--- config.mk ---
export PLATFORM = sky130hd
export DESIGN_NAME = mult_unit
export DESIGN_NICKNAME = d
export VERILOG_FILES = /design/src/rtl/mult_unit.sv
export SDC_FILE = /design/constraint.sdc
export NUM_CORES = 1
export LEC_CHECK = 0
export CAP_MARGIN = 20
export CORE_UTILIZATION = 52
export CTS_BUF_LIST = sky130_fd_sc_hd__clkbuf_4 sky130_fd_sc_hd__clkbuf_8
export CTS_CLUSTER_DIAMETER = 60
export DETAILED_ROUTE_END_ITERATION = 16
export GPL_TIMING_DRIVEN = 0
export PLACE_DENSITY = 0.77
export SYNTH_ARGS = -nofsm -noshare
export SYNTH_HDL_FRONTEND = slang
export SYNTH_SLANG_ARGS = --single-unit
--- constraint.sdc ---
create_clock -name clk -period 5.21 [get_ports clk]
set_clock_uncertainty 0.05 [all_clocks]
set_input_delay 0.521 -clock clk [delete_from_list [all_inputs] [get_ports clk]]
set_output_delay 0.521 -clock clk [all_outputs]
set_load 0.005 [all_outputs]
--- src/rtl/mult_unit.sv ---
// Iterative shift-add HI/LO multiplier: one add/shift step per cycle over WIDTH cycles,
// then a sign-correct/commit cycle. hi/lo change only on commit.
module mult_unit #(
    parameter int WIDTH = 32,
    parameter int CNT_W = 5
) (
    input  logic             clk,
    input  logic             rst,
    input  logic             start_mult,
    input  logic             mult_sign,
    input  logic [WIDTH-1:0] op_a,
    input  logic [WIDTH-1:0] op_b,
    output logic [WIDTH-1:0] hi,
    output logic [WIDTH-1:0] lo,
    output logic             busy,
    output logic             done
);

    typedef enum logic [1:0] {IDLE, RUN, FINISH} state_t;

    typedef struct packed {
        logic             neg;
        logic [WIDTH-1:0] mag_a;
        logic [WIDTH-1:0] mag_b;
    } req_t;

    state_t             state;
    logic [CNT_W-1:0]   cnt;
    logic [WIDTH-1:0]   mcand;
    logic               neg;
    // Upper half: partial product; lower half: multiplier bits not yet consumed.
    logic [2*WIDTH-1:0] acc;

    req_t               req;
    logic [WIDTH:0]     sum;
    logic [2*WIDTH-1:0] acc_step;
    logic [2*WIDTH-1:0] product;

    always_comb begin
        req.neg   = mult_sign & (op_a[WIDTH-1] ^ op_b[WIDTH-1]);
        req.mag_a = (mult_sign && op_a[WIDTH-1]) ? -op_a : op_a;
        req.mag_b = (mult_sign && op_b[WIDTH-1]) ? -op_b : op_b;
    end

    // Carry out of the add lands in the MSB after the shift, so no bit is lost.
    always_comb begin
        sum      = {1'b0, acc[2*WIDTH-1:WIDTH]} + (acc[0] ? {1'b0, mcand} : '0);
        acc_step = {sum, acc[WIDTH-1:1]};
        product  = neg ? -acc : acc;
    end

    assign busy = (state != IDLE);

    always_ff @(posedge clk or posedge rst) begin
        if (rst) begin
            state <= IDLE;
            cnt   <= '0;
            mcand <= '0;
            neg   <= 1'b0;
            acc   <= '0;
            hi    <= '0;
            lo    <= '0;
            done  <= 1'b0;
        end else begin
            done <= 1'b0;
            case (state)
                IDLE: begin
                    if (start_mult) begin
                        mcand <= req.mag_a;
                        neg   <= req.neg;
                        acc   <= {{WIDTH{1'b0}}, req.mag_b};
                        cnt   <= '0;
                        state <= RUN;
                    end
                end
                RUN: begin
                    acc <= acc_step;
                    cnt <= cnt + 1'b1;
                    if (cnt == CNT_W'(WIDTH - 1))
                        state <= FINISH;
                end
                FINISH: begin
                    hi    <= product[2*WIDTH-1:WIDTH];
                    lo    <= product[WIDTH-1:0];
                    done  <= 1'b1;
                    state <= IDLE;
                end
                default: state <= IDLE;
            endcase
        end
    end

endmodule

Word level (Yosys, flattened, before mapping)

Index checks and enable logic that the tools add are counted.

$add $sub $neg: 5
Eq/ne operators: 5
Multiplexer cells: 12
Bitwise gates (word level): 2
Reductions and logical operators: 8

Operators with widths:

| kind                  | count |
|---|---|
| $mux W64              | 2 |
| $pmux W64 S2          | 1 |
| $mux W32              | 3 |
| $neg A32 Y32          | 2 |
| $neg A64 Y64          | 1 |
| $add A32 B32 Y33      | 1 |
| $pmux W5 S2           | 1 |
| $reduce_and A2 Y1     | 3 |
| $add A5 B1 Y5 const B | 1 |
| $eq A5 B5 Y1 const B  | 1 |
| $mux W5               | 1 |
| $mux W2               | 2 |
| $ne A2 B2 Y1 const B  | 2 |
| $pmux W2 S2           | 1 |
| $reduce_bool A2 Y1    | 2 |
| $eq A2 B1 Y1 const B  | 1 |
| $eq A2 B2 Y1 const B  | 1 |
| $logic_and A1 B1 Y1   | 2 |
| $logic_not A2 Y1      | 1 |
| $and A1 B1 Y1         | 1 |
| $mux W1               | 1 |
| $xor A1 B1 Y1         | 1 |

Flip-flop bits (word level): 169
Input port bits: 68
Output and inout bits: 66
Word-level logic and storage cells: 40

Longest topological paths before layout

Depth in word-level cells: 4
Depth in mapped cells: 14
Gate-level depth less buffers: 12

Least setup slack after synthesis

No wires, ideal clock.

Path kind: register to register
Start: register acc[0]
End: register acc[61]
Setup time: 133 ps
Arrival time: 2941 ps
Required time: 5027 ps
Setup slack: 2086 ps
Cell stages (with the launch flop): 15
Buffers on the path: 2
Period minus slack after synthesis: 3124 ps
Cells stage by stage: dfrtp_1 > clkbuf_1 > clkbuf_1 > and2_1 > ha_1 > inv_1 > fa_1 > nor2b_1 > o2111ai_1 > a21oi_1 > o21ai_0 > and4_1 > o21ai_0 > a311o_1 > o211ai_1

Longest elaborated chain between the ends: 3

RTL lines:

| item                   | line | text |
|---|---|---|
| from (decl)            | 32   | `logic [2*WIDTH-1:0] acc;` |
| from (signal assigned) | 71   | `acc <= {{WIDTH{1'b0}}, req.mag_b};` |
| from (signal assigned) | 77   | `acc <= acc_step;` |
| $mux W32               | 47   | `sum = {1'b0, acc[2*WIDTH-1:WIDTH]} + (acc[0] ? {1'b0, mcand} : '0);` |
| $add A32 B32 Y33       | 47   |  |
| $pmux W64 S2           | 66   | `case (state)` |

No other way between the ends.
A chain may end at the register's enable or synchronous reset.

Final worst setup path

Ends and elaborated chain as after synthesis.

==> results.md <==
Floorplanning:
- The placeable core region is between 15000 and 20000 sq um.
- The number of top-level pins is roughly 130.
- The die footprint is about 21000 sq um.
- The initial utilization of the core area, before any placement, comes to 0.536.
- The die extent in x is ~140 microns.
- Row generation in the floorplan step produced 51 rows.
- The die is 145 microns tall.

STA:
- Setup repair after global routing left no endpoint under its margin.
- The transition time at the pin with the least slew margin is between 800 and 900 ps.
- After routing, the total negative slack on setup checks comes to 0 ps.
- The final hold violation count is 0.
- Of the available clock period, the critical path in the final layout requires 0.817.
- The relative slew slack is 0.440.
- The worst hold slack after final layout is 387 ps.
- The fmax is between 0.2 and 0.25 GHz.
- The minimum setup slack in the final design is between 900 and 1000 ps.
- The minimum clock period is 4260 ps.
- The final count of pins violating max slew came to 0.
- The number of failing setup endpoints in the final timing report is 0.

Final layout:
- The growth of design area from synthesis to finish is 20.3%.
- After filler insertion, the fill cell instance count of the layout stands at approximately 1700.
- The area of all placed cells without fillers is 12700 sq um.
- The finished layout holds roughly 1700 standard cells, fillers aside.
- The number of antenna diodes in the final layout is 0.
- The fraction of final layout cells sized beyond drive strength 1 is 0.0374.
- The final cell utilization of the core is 0.644.
- The final-stage net count is 1485.

Yosys:
- The netlist area before placement is 10600 sq um.
- The proportion of register bits with asynchronous set or reset after synthesis is 1.00.
- The total nets after synthesis is between 1000 and 1500.
- The flop and latch count out of synthesis is about 170.
- The share of the Yosys chip area taken by registers is 0.400.
- The number of synthesized flops with an enable pin is 0.
- A synthesized cell averages 8.62 sq um.
- The fraction of post-synthesis cell area in the top cell type by area is 0.400.
- By area the synthesized netlist is led by sky130_fd_sc_hd__dfrtp_1 40%, sky130_fd_sc_hd__o21ai_0 9.9%, sky130_fd_sc_hd__xor2_1 8.5%.
- The library cell occupying the most area in the post-synthesis netlist is sky130_fd_sc_hd__dfrtp_1.
- Synthesis produced 1226 cells.
- In the synthesized netlist the dominant register cell turns out to be sky130_fd_sc_hd__dfrtp_1.
- After synthesis, the netlist uses 58 different library cells.
- The Yosys step of the flow raised 0 warnings.

Clocking:
- Hold repair after CTS inserted 0 buffers.
- The post-CTS clock slew at the launch and capture registers of the worst setup and hold paths is 90 ps.
- CTS built an H-tree with a depth of 4.
- The setup fix buffers added after clock tree synthesis is 0.
- The number of buffers on the longest clock path is 2.
- TritonCTS built the clock tree.
- Clock tree synthesis inserted a total of 17 buffers.
- The number of gates given a new drive strength after cts is 0.
- The insertion delay of the later-clocked pin in the worst-skew pair is between 400 and 500 ps.
- The cell chosen for the clock root is sky130_fd_sc_hd__clkbuf_8.
- The number of clock sinks is around 170.

Detailed routing:
- In this run the remaining antenna-violating nets after routing total 0.
- In the routed layout, each cell is associated on average with a via count of 5.91.
- The DRC violation total after the first TritonRoute iteration is roughly 760.
- For this block, the routed nets add up to between 20 and 30 mm of wire.
- In the routed design, unresolved DRC markers number 0.
- The number of iterations in the first detailed-routing pass is 6.
- For this block, the via count after detailed routing is between 9000 and 10000.
- After detailed routing, the average wire length per cell comes to ~18 microns.

Global routing:
- The number of antenna violations at the first check in global routing came to 1.
- The total congestion overflow after global routing is 0.
- The number of global-route vias before repair is ~9000.
- The wire length of the first global-routing pass is ~47 mm.
- The global-route usage over all layers is 0.294.
- The largest net degree at the start of global routing is about 120.

Worst setup path:
- The start point of the critical path is acc[0]$_DFFE_PP0P_.
- The endpoint type of the worst setup path is a flop.
- The category of the worst setup path launch point is a flop.
- The worst-path cell with the longest stage delay is sky130_fd_sc_hd__o21ai_0.
- The data arrival at the endpoint of the critical path is 4590 ps.
- The critical path goes through clkbuf_1, clkbuf_1, and2_1, ha_1, inv_1, fa_1, nor2b_1, o2111ai_1, a21oi_1, o21ai_0, and4_1, o21ai_0, a31oi_1, o211ai_1.
- In this run the worst path has a maximum fanout of 10.
- The worst register-to-register path begins at acc[0]$_DFFE_PP0P_.
- The worst setup path is of the reg -> reg kind.
- The maximum single-stage delay on the critical path is a little over 600 ps.
- The data required time of the worst path is about 5500 ps.

Power and ir drop:
- The worst vdd rail ir drop is between 0.0002 and 0.00025 V.
- For this design the static power due to leakage is between 5 and 6 nW.
- Total power for the finished layout comes to 6.44 mW.
- The power per cell area is roughly 510 nW/um^2.

Placed design:
- The quantity of I/O buffers inserted on ports is ~130.
- The post-placement cell count is 1625.
- The weighted congestion at the end of routability-driven global placement is roughly 0.97.
- The HPWL after detailed placement is about 23 mm.
- After detailed placement, the total cell area comes to 12300 sq um.
- Before CTS, the worst setup slack after placement is 1060 ps.

Run status:
- The flow ran to the end, and the final reports show no timing, DRC or antenna violations.

Hold path:
- The class of the most critical hold timing path is in -> async.

Flow run:
- The max-cap violation count is 0.
worst paths after layout:
| check | slack, ps | depth (start not counted) | end |
|---|---|---|---|
| max | 950 | 14 | acc[61]$_DFFE_PP0P_ |
| max reg2reg | 950 | 14 | acc[61]$_DFFE_PP0P_ |
| min | 390 | 2 | hi[13]$_DFFE_PP0P_ |
| max in group asynchronous | 3760 | 3 | acc[28]$_DFFE_PP0P_ |
| min in group clk | 430 | 2 | mcand[18]$_DFFE_PP0P_ |
| min reg2reg | 430 | 2 | mcand[18]$_DFFE_PP0P_ |
area by class of cell:
class                   instances  area (sq um)  area share
plain buffers                  66           248      0.0195
inverters                      25           101     0.00798
repair buffers                134          1360       0.107
well taps                     265           332      0.0261
flip-flops and latches        169          4230       0.333
clock buffers                  25           307      0.0241
multi-input cells             966          5990       0.472
clock inverters                 6           138      0.0108
sequential cells by signal, summed over array words and instances (netlist names):
register / count
acc: 64
hi: 32
lo: 32
mcand: 32
cnt: 5
state: 2
done: 1
neg: 1
cells by family after synthesis:
group,synth area share
AND/OR/NAND/NOR,0.184
AO/OA/AOI/OAI,0.217
multiplexers,0.00379
flip-flops,0.400
buffers and inverters,0.0323
XOR/XNOR,0.117
adder cells (fa/ha/maj),0.0457
cells in the mapped netlist (12+ instances only):
cell type,number
sky130_fd_sc_hd__nor3_1,14
sky130_fd_sc_hd__and2_1,38
sky130_fd_sc_hd__dfrtp_1,169
sky130_fd_sc_hd__nand2_1,174
sky130_fd_sc_hd__a22oi_1,31
sky130_fd_sc_hd__or4_1,16
sky130_fd_sc_hd__xnor2_1,39
sky130_fd_sc_hd__xor2_1,102
sky130_fd_sc_hd__nor2_1,41
sky130_fd_sc_hd__ha_1,37
sky130_fd_sc_hd__o31ai_1,33
sky130_fd_sc_hd__o21ai_0,209
sky130_fd_sc_hd__inv_1,25
sky130_fd_sc_hd__nand2b_1,12
sky130_fd_sc_hd__nand3_1,47
sky130_fd_sc_hd__clkbuf_1,63
sky130_fd_sc_hd__a21oi_1,48
sky130_fd_sc_hd__o41ai_1,16
worst max-delay path, delay by kind of cell (launching register included):
kind / cells / cell delay [ps]
AO/OA/AOI/OAI: 6 / 1790
adder cells (fa/ha/maj): 2 / 570
buffers and inverters: 3 / 790
flip-flops: 1 / 330
AND/OR/NAND/NOR: 3 / 650
metal layers:
metal | share of wire | vias up | global-route usage
li1 | - | 4700 | -
met1 | 0.47 | 4679 | 0.417
met2 | 0.45 | 362 | 0.458
met3 | 0.066 | 50 | 0.0474
met4 | 0.020 | 2 | 0.0953
met5 | 0.00044 | - | 0
where the power goes:
part,internal [mW],switching (mW),leakage [nW]
combinational,1.28,1.76,3.04
sequential,1.77,0.572,2.02
clock,0.581,0.480,0.229
total,3.63,2.81,5.28
cell usage in the layout (no fill, tap or decap), types with 14 or more instances in the layout:
cell type	count
sky130_fd_sc_hd__clkdlybuf4s50_1	133
sky130_fd_sc_hd__clkbuf_1	63
sky130_fd_sc_hd__or4_1	16
sky130_fd_sc_hd__nor3_1	14
sky130_fd_sc_hd__nor2_1	41
sky130_fd_sc_hd__clkbuf_8	19
sky130_fd_sc_hd__a21oi_1	48
sky130_fd_sc_hd__a22oi_1	31
sky130_fd_sc_hd__xnor2_1	39
sky130_fd_sc_hd__o41ai_1	16
sky130_fd_sc_hd__and2_1	38
sky130_fd_sc_hd__dfrtp_1	169
sky130_fd_sc_hd__inv_1	24
sky130_fd_sc_hd__o31ai_1	33
sky130_fd_sc_hd__nand3_1	47
sky130_fd_sc_hd__o21ai_0	209
sky130_fd_sc_hd__ha_1	37
sky130_fd_sc_hd__nand2_1	174
sky130_fd_sc_hd__xor2_1	102
(Power assumes the default switching activity.)
